`src/rtl/sram_rom_arb_pkg.sv`:
```
// Shared definitions for the ROM read arbiter: width helpers and the
// pending-response record carried by the response stage.
package sram_rom_arb_pkg;

  // Widest owner index the pending record can hold (NREQ <= 256).
  localparam int PEND_OWN_W = 8;

  // Word-address width for a ROM of the given depth.
  function automatic int aw_of(input int depth);
    return (depth > 1) ? $clog2(depth) : 1;
  endfunction

  // Requester-index width; never collapses to zero bits.
  function automatic int iw_of(input int n);
    return (n > 1) ? $clog2(n) : 1;
  endfunction

  // Response stage: a read is in flight / waiting, and who owns it.
  typedef struct packed {
    logic                  vld;
    logic [PEND_OWN_W-1:0] own;
  } pend_t;

endpackage

```
`src/rtl/sram_rom_arb_rr.sv`:
```
// Combinational round-robin picker: first set REQ bit at or after PTR,
// wrapping. Reusable by any shared-resource controller.
module rr_arb
  import sram_rom_arb_pkg::*;
#(
  parameter  int N  = 2,
  localparam int IW = iw_of(N)
) (
  input  logic [N-1:0]  REQ,
  input  logic [IW-1:0] PTR,
  input  logic          EN,
  output logic [N-1:0]  GNT,
  output logic [IW-1:0] GNT_IDX
);

  // Walk the requesters in priority order starting at PTR; first hit wins.
  always_comb begin
    logic          found;
    int            idx;
    logic [IW-1:0] idx_l;
    GNT     = '0;
    GNT_IDX = '0;
    found   = 1'b0;
    idx     = 0;
    idx_l   = '0;
    for (int k = 0; k < N; k++) begin
      idx = int'(PTR) + k;
      if (idx >= N) idx = idx - N;
      idx_l = IW'(idx);
      if (EN && !found && REQ[idx_l]) begin
        found      = 1'b1;
        GNT[idx_l] = 1'b1;
        GNT_IDX    = idx_l;
      end
    end
  end

endmodule

```
`src/rtl/sram_rom_arb.sv`:
```
// Shares one single-port, 1-cycle-latency synchronous ROM among NREQ
// valid/ready readers. Round-robin grant, one read in flight, response held
// (ROM address register frozen) until its owner accepts it.
module sram_rom_arb
  import sram_rom_arb_pkg::*;
#(
  parameter  int WIDTH = 32,
  parameter  int DEPTH = 1024,
  parameter  int NREQ  = 2,
  localparam int AW    = aw_of(DEPTH),
  localparam int IW    = iw_of(NREQ)
) (
  input  logic               CLK,
  input  logic               RST,
  input  logic [NREQ-1:0]    REQ_VAL,
  output logic [NREQ-1:0]    REQ_RDY,
  input  logic [NREQ*AW-1:0] REQ_ADDR,
  output logic [NREQ-1:0]    RESP_VAL,
  input  logic [NREQ-1:0]    RESP_RDY,
  output logic [WIDTH-1:0]   RESP_DATA,
  output logic               ROM_EN,
  output logic [AW-1:0]      ROM_ADDR,
  input  logic [WIDTH-1:0]   ROM_DO
);

  pend_t                  pend_q, pend_d;
  logic [IW-1:0]          rr_ptr_q, rr_ptr_d;
  logic                   s1_vld;
  logic [IW-1:0]          s1_own;
  logic [NREQ-1:0][AW-1:0] req_addr_a;
  logic                   free, arb_en, grant, resp_acc;
  logic [NREQ-1:0]        gnt;
  logic [IW-1:0]          gnt_idx;
  logic                   unused_own_hi;

  assign req_addr_a    = REQ_ADDR;
  assign s1_vld        = pend_q.vld;
  assign s1_own        = pend_q.own[IW-1:0];
  assign unused_own_hi = ^pend_q.own;

  // The ROM can take a new address only when nothing is pending or the
  // pending word leaves this cycle; reset blocks grants so nothing is
  // issued while RST is high.
  assign free   = !s1_vld || RESP_RDY[s1_own];
  assign arb_en = free && !RST;

  rr_arb #(.N(NREQ)) u_rr (
    .REQ     (REQ_VAL),
    .PTR     (rr_ptr_q),
    .EN      (arb_en),
    .GNT     (gnt),
    .GNT_IDX (gnt_idx)
  );

  assign grant     = |gnt;
  assign REQ_RDY   = gnt;
  assign ROM_EN    = grant;
  assign ROM_ADDR  = grant ? req_addr_a[gnt_idx] : '0;
  assign RESP_DATA = ROM_DO;

  // Steer the pending response's valid to its owner; suppressed during reset
  // so a read accepted just before reset never surfaces.
  always_comb begin
    RESP_VAL = '0;
    if (s1_vld && !RST) RESP_VAL[s1_own] = 1'b1;
  end

  assign resp_acc = |(RESP_VAL & RESP_RDY);

  // Grant loads the response stage and moves priority past the winner;
  // an accept with no new grant empties the stage.
  always_comb begin
    pend_d   = pend_q;
    rr_ptr_d = rr_ptr_q;
    if (grant) begin
      pend_d.vld = 1'b1;
      pend_d.own = PEND_OWN_W'(gnt_idx);
      rr_ptr_d   = (gnt_idx == IW'(NREQ - 1)) ? '0 : gnt_idx + IW'(1);
    end else if (resp_acc) begin
      pend_d.vld = 1'b0;
    end
  end

  // State registers with synchronous reset.
  always_ff @(posedge CLK) begin
    if (RST) begin
      pend_q   <= '0;
      rr_ptr_q <= '0;
    end else begin
      pend_q   <= pend_d;
      rr_ptr_q <= rr_ptr_d;
    end
  end

endmodule

```
`config.mk`:
```
export PLATFORM = sky130hd
export DESIGN_NAME = sram_rom_arb
export DESIGN_NICKNAME = d
export VERILOG_FILES = /design/src/rtl/sram_rom_arb_pkg.sv /design/src/rtl/sram_rom_arb_rr.sv /design/src/rtl/sram_rom_arb.sv
export SDC_FILE = /design/constraint.sdc
export NUM_CORES = 1
export LEC_CHECK = 0
export BUFFER_PORTS_ARGS = -buffer_cell sky130_fd_sc_hd__buf_2
export CORE_MARGIN = 2
export CORE_UTILIZATION = 28
export DETAILED_ROUTE_END_ITERATION = 7
export PLACE_DENSITY = 0.84
export SYNTH_ARGS = -nofsm -noshare
export SYNTH_HDL_FRONTEND = slang
export SYNTH_SLANG_ARGS = --single-unit
```
`constraint.sdc`:
```
create_clock -name CLK -period 3.2 [get_ports CLK]
set_input_delay 0.16 -clock CLK [delete_from_list [all_inputs] [get_ports CLK]]
set_output_delay 0.16 -clock CLK [all_outputs]
set_load 0.01 [all_outputs]
```
==> flow_metrics.tcl <==
set metrics [dict create \
    critPathSlowestCell "dfxtp_1" \
    leakage_nw 0.302 \
    fin_skew_ps 2.48 \
    cts_setup_buffers 0 \
    first_global_vias 546 \
    grt_max_degree 15 \
    timing.setup.tns_ps 0 \
    dpl.hpwl_um 1220 \
    holdCritPathClass "in2reg" \
    fin_crit_sh 0.511 \
    p_total_mw 0.192 \
    syn_avg_cell_area_um2 7.12 \
    hold_viol 0 \
    arrival_ps 1470 \
    yosys.area.top_type "buf_4" \
    peakVddDrop_mv 0.102 \
    rsz0062_at_grt "false" \
    areaGrowthSynthToFinish_pct 0.847 \
    drt_iter0_drc 4 \
    worstPathMaxFanout 14 \
    synth.net_count 141 \
    die_y_um 49.9 \
    yosysWarnings 0 \
    clkPwrFrac 0.349 \
    h-tree-depth 1 \
    async_flop_share 0 \
    syn_inst 83 \
    grt_remaining_overflow 0 \
    firstDrtPassIters 2 \
    clock_latency_ps 230 \
    fin_util 0.301 \
    slowest_delay_ps 360 \
    cts_root_buf "clkbuf_4" \
    cts_buffers 3 \
    vias_per_cell 4.88 \
    dp.cells 114 \
    die_area_mm2 0.00249 \
    diodes 0 \
    final_nets 150 \
    clk_pin_slew_worst_paths_ps 40 \
    cp-start-kind "flip-flop" \
    cts_tree "done" \
    path_cells "mux2i_1 > a21o_2 > nor2_1 > buf_2" \
    synth_area_um2 591 \
    antenna_left 0 \
    swShare 0.348 \
    gp_congestion 0.667 \
    worst_slew_pin_slew_ps 402 \
    synth_most_common_cell "buf_4" \
    num_vias 576 \
    p_per_area_mw_per_mm2 323 \
    required_ps 3040 \
    clock_path_buffers 2 \
    yosys-top-cells-count "buf_4, nor2_1, a32oi_1" \
    fin_cells 118 \
    setup_viol 0 \
    routedWlPerCell_um 13.2 \
    die_x_um 49.9 \
    max-cap-violations 0 \
    grt_pass1_wl_um 2380 \
    critPathKind "reg2out" \
    grtUsageTotal 0.120 \
    final_max_slew_viol_count 0 \
    synth-edff-count 0 \
    drive_above_1_share 0.495 \
    p_int_mw 0.125 \
    io_pins 105 \
    drt-total-wl_um 1560 \
    core_mm2 0.00198 \
    antenna_found_initial 0 \
    comb_power_share 0.409 \
    rows 16 \
    endpoint_kind "primary output" \
    ys_seq_elements 3 \
    slew_headroom 0.732 \
    synth_cell_types 20 \
    ys_seq_area_frac 0.102 \
    cts_hold_buf 0 \
    finalCriticalPeriod_ps 1630 \
    initial_core_util 0.298 \
    yosysTopAreaCellShare 0.407 \
    p_switching_mw 0.0669 \
    ys.flop_type "dfxtp_1" \
    status "complete, no violations" \
    ctsResizeCount 0 \
    portBuffers 40 \
    drcViolationCount 0 \
    synth_area_leaders "buf_4, a32oi_1, dfxtp_1" \
    p_seq_frac 0.242 \
    clock_sinks 3 \
    max_freq_mhz 612 \
]
[metal layers]
metal	up-vias	part of all wire	track usage
met5	-	0	0
met4	0	0	0.0509
met3	0	0.14	0.0303
met2	48	0.52	0.233
met1	255	0.34	0.118
li1	273	-	-
[critical path: cells and delay by family (launching register included)]
kind / cells / cell delay, ps
buffers and inverters: 1 / 140
AND/OR/NAND/NOR: 1 / 80
AO/OA/AOI/OAI: 1 / 330
flip-flops: 1 / 360
multiplexers: 1 / 330
[area by class of cell]
cell class,instances,area [um^2]
clock buffers,4,26.3
fillers,225,1390
inverters,2,7.51
multi-input cells,41,260
flip-flops and latches,3,60.1
well taps,27,33.8
repair buffers,41,208
[metrics by stage]
step / hold WS (ps) / setup slack [ps] / cell area, um^2
2_1_floorplan: 349 / 1960 / 591
3_3_place_gp: 320 / 1840 / 569
3_5_place_dp: 320 / 1780 / 569
4_1_cts: 190 / 1530 / 596
5_1_grt: 222 / 1390 / 596
6_report: 203 / 1570 / 596
[cell families (layout without fill, tap and decap cells)]
group | count (synthesis) | in the layout | synth area share
buffers and inverters | 39 | 47 | 0.458
muxes | 1 | 1 | 0.0169
DFF | 3 | 3 | 0.102
AOI/OAI and AO/OA | 15 | 15 | 0.208
and+or+nand+nor | 25 | 25 | 0.216
[sequential cells by signal, summed over array words and instances (netlist names)]
name / cells
s1_vld: 1
rr_ptr_q: 1
pend_q: 1
[cells in the final DEF (no fill, tap or decap)]
cell,instances
a21boi_0,1
a21o_2,1
a21oi_1,2
a32oi_1,10
buf_2,40
buf_4,1
clkbuf_1,1
clkbuf_4,3
dfxtp_1,3
inv_1,2
mux2i_1,1
nand2_1,2
nand2b_1,1
nand3_1,1
nand4b_1,1
nor2_1,14
nor2b_1,1
nor3b_1,3
nor4b_1,1
o32ai_1,1
or4b_1,1
[power by group through the flow]
| stage | logic [mW] | clock network (mW) | registers (mW) |
|---|---|---|---|
| 2_1_floorplan | 0.0875 | 0 | 0.0457 |
| 3_3_place_gp | 0.0772 | 0 | 0.0463 |
| 3_5_place_dp | 0.0796 | 0 | 0.0468 |
| 4_1_cts | 0.0801 | 0.0712 | 0.0464 |
| 5_1_grt | 0.0884 | 0.0740 | 0.0471 |
| 6_report | 0.0786 | 0.0670 | 0.0465 |
[path summary, 6_finish.rpt]
check	startpoint	end	slack, ps	cells past startpoint
worst max-delay path	pend_q[0]$_SDFFE_PP0P_	ROM_ADDR[1]	1570	4
worst max register to register	pend_q[0]$_SDFFE_PP0P_	pend_q[0]$_SDFFE_PP0P_	1960	3
worst min register to register	pend_q[0]$_SDFFE_PP0P_	pend_q[0]$_SDFFE_PP0P_	530	2
worst min-delay path	RST	s1_vld$_SDFFE_PP0P_	200	2
Power figures use the tool's default switching activity.
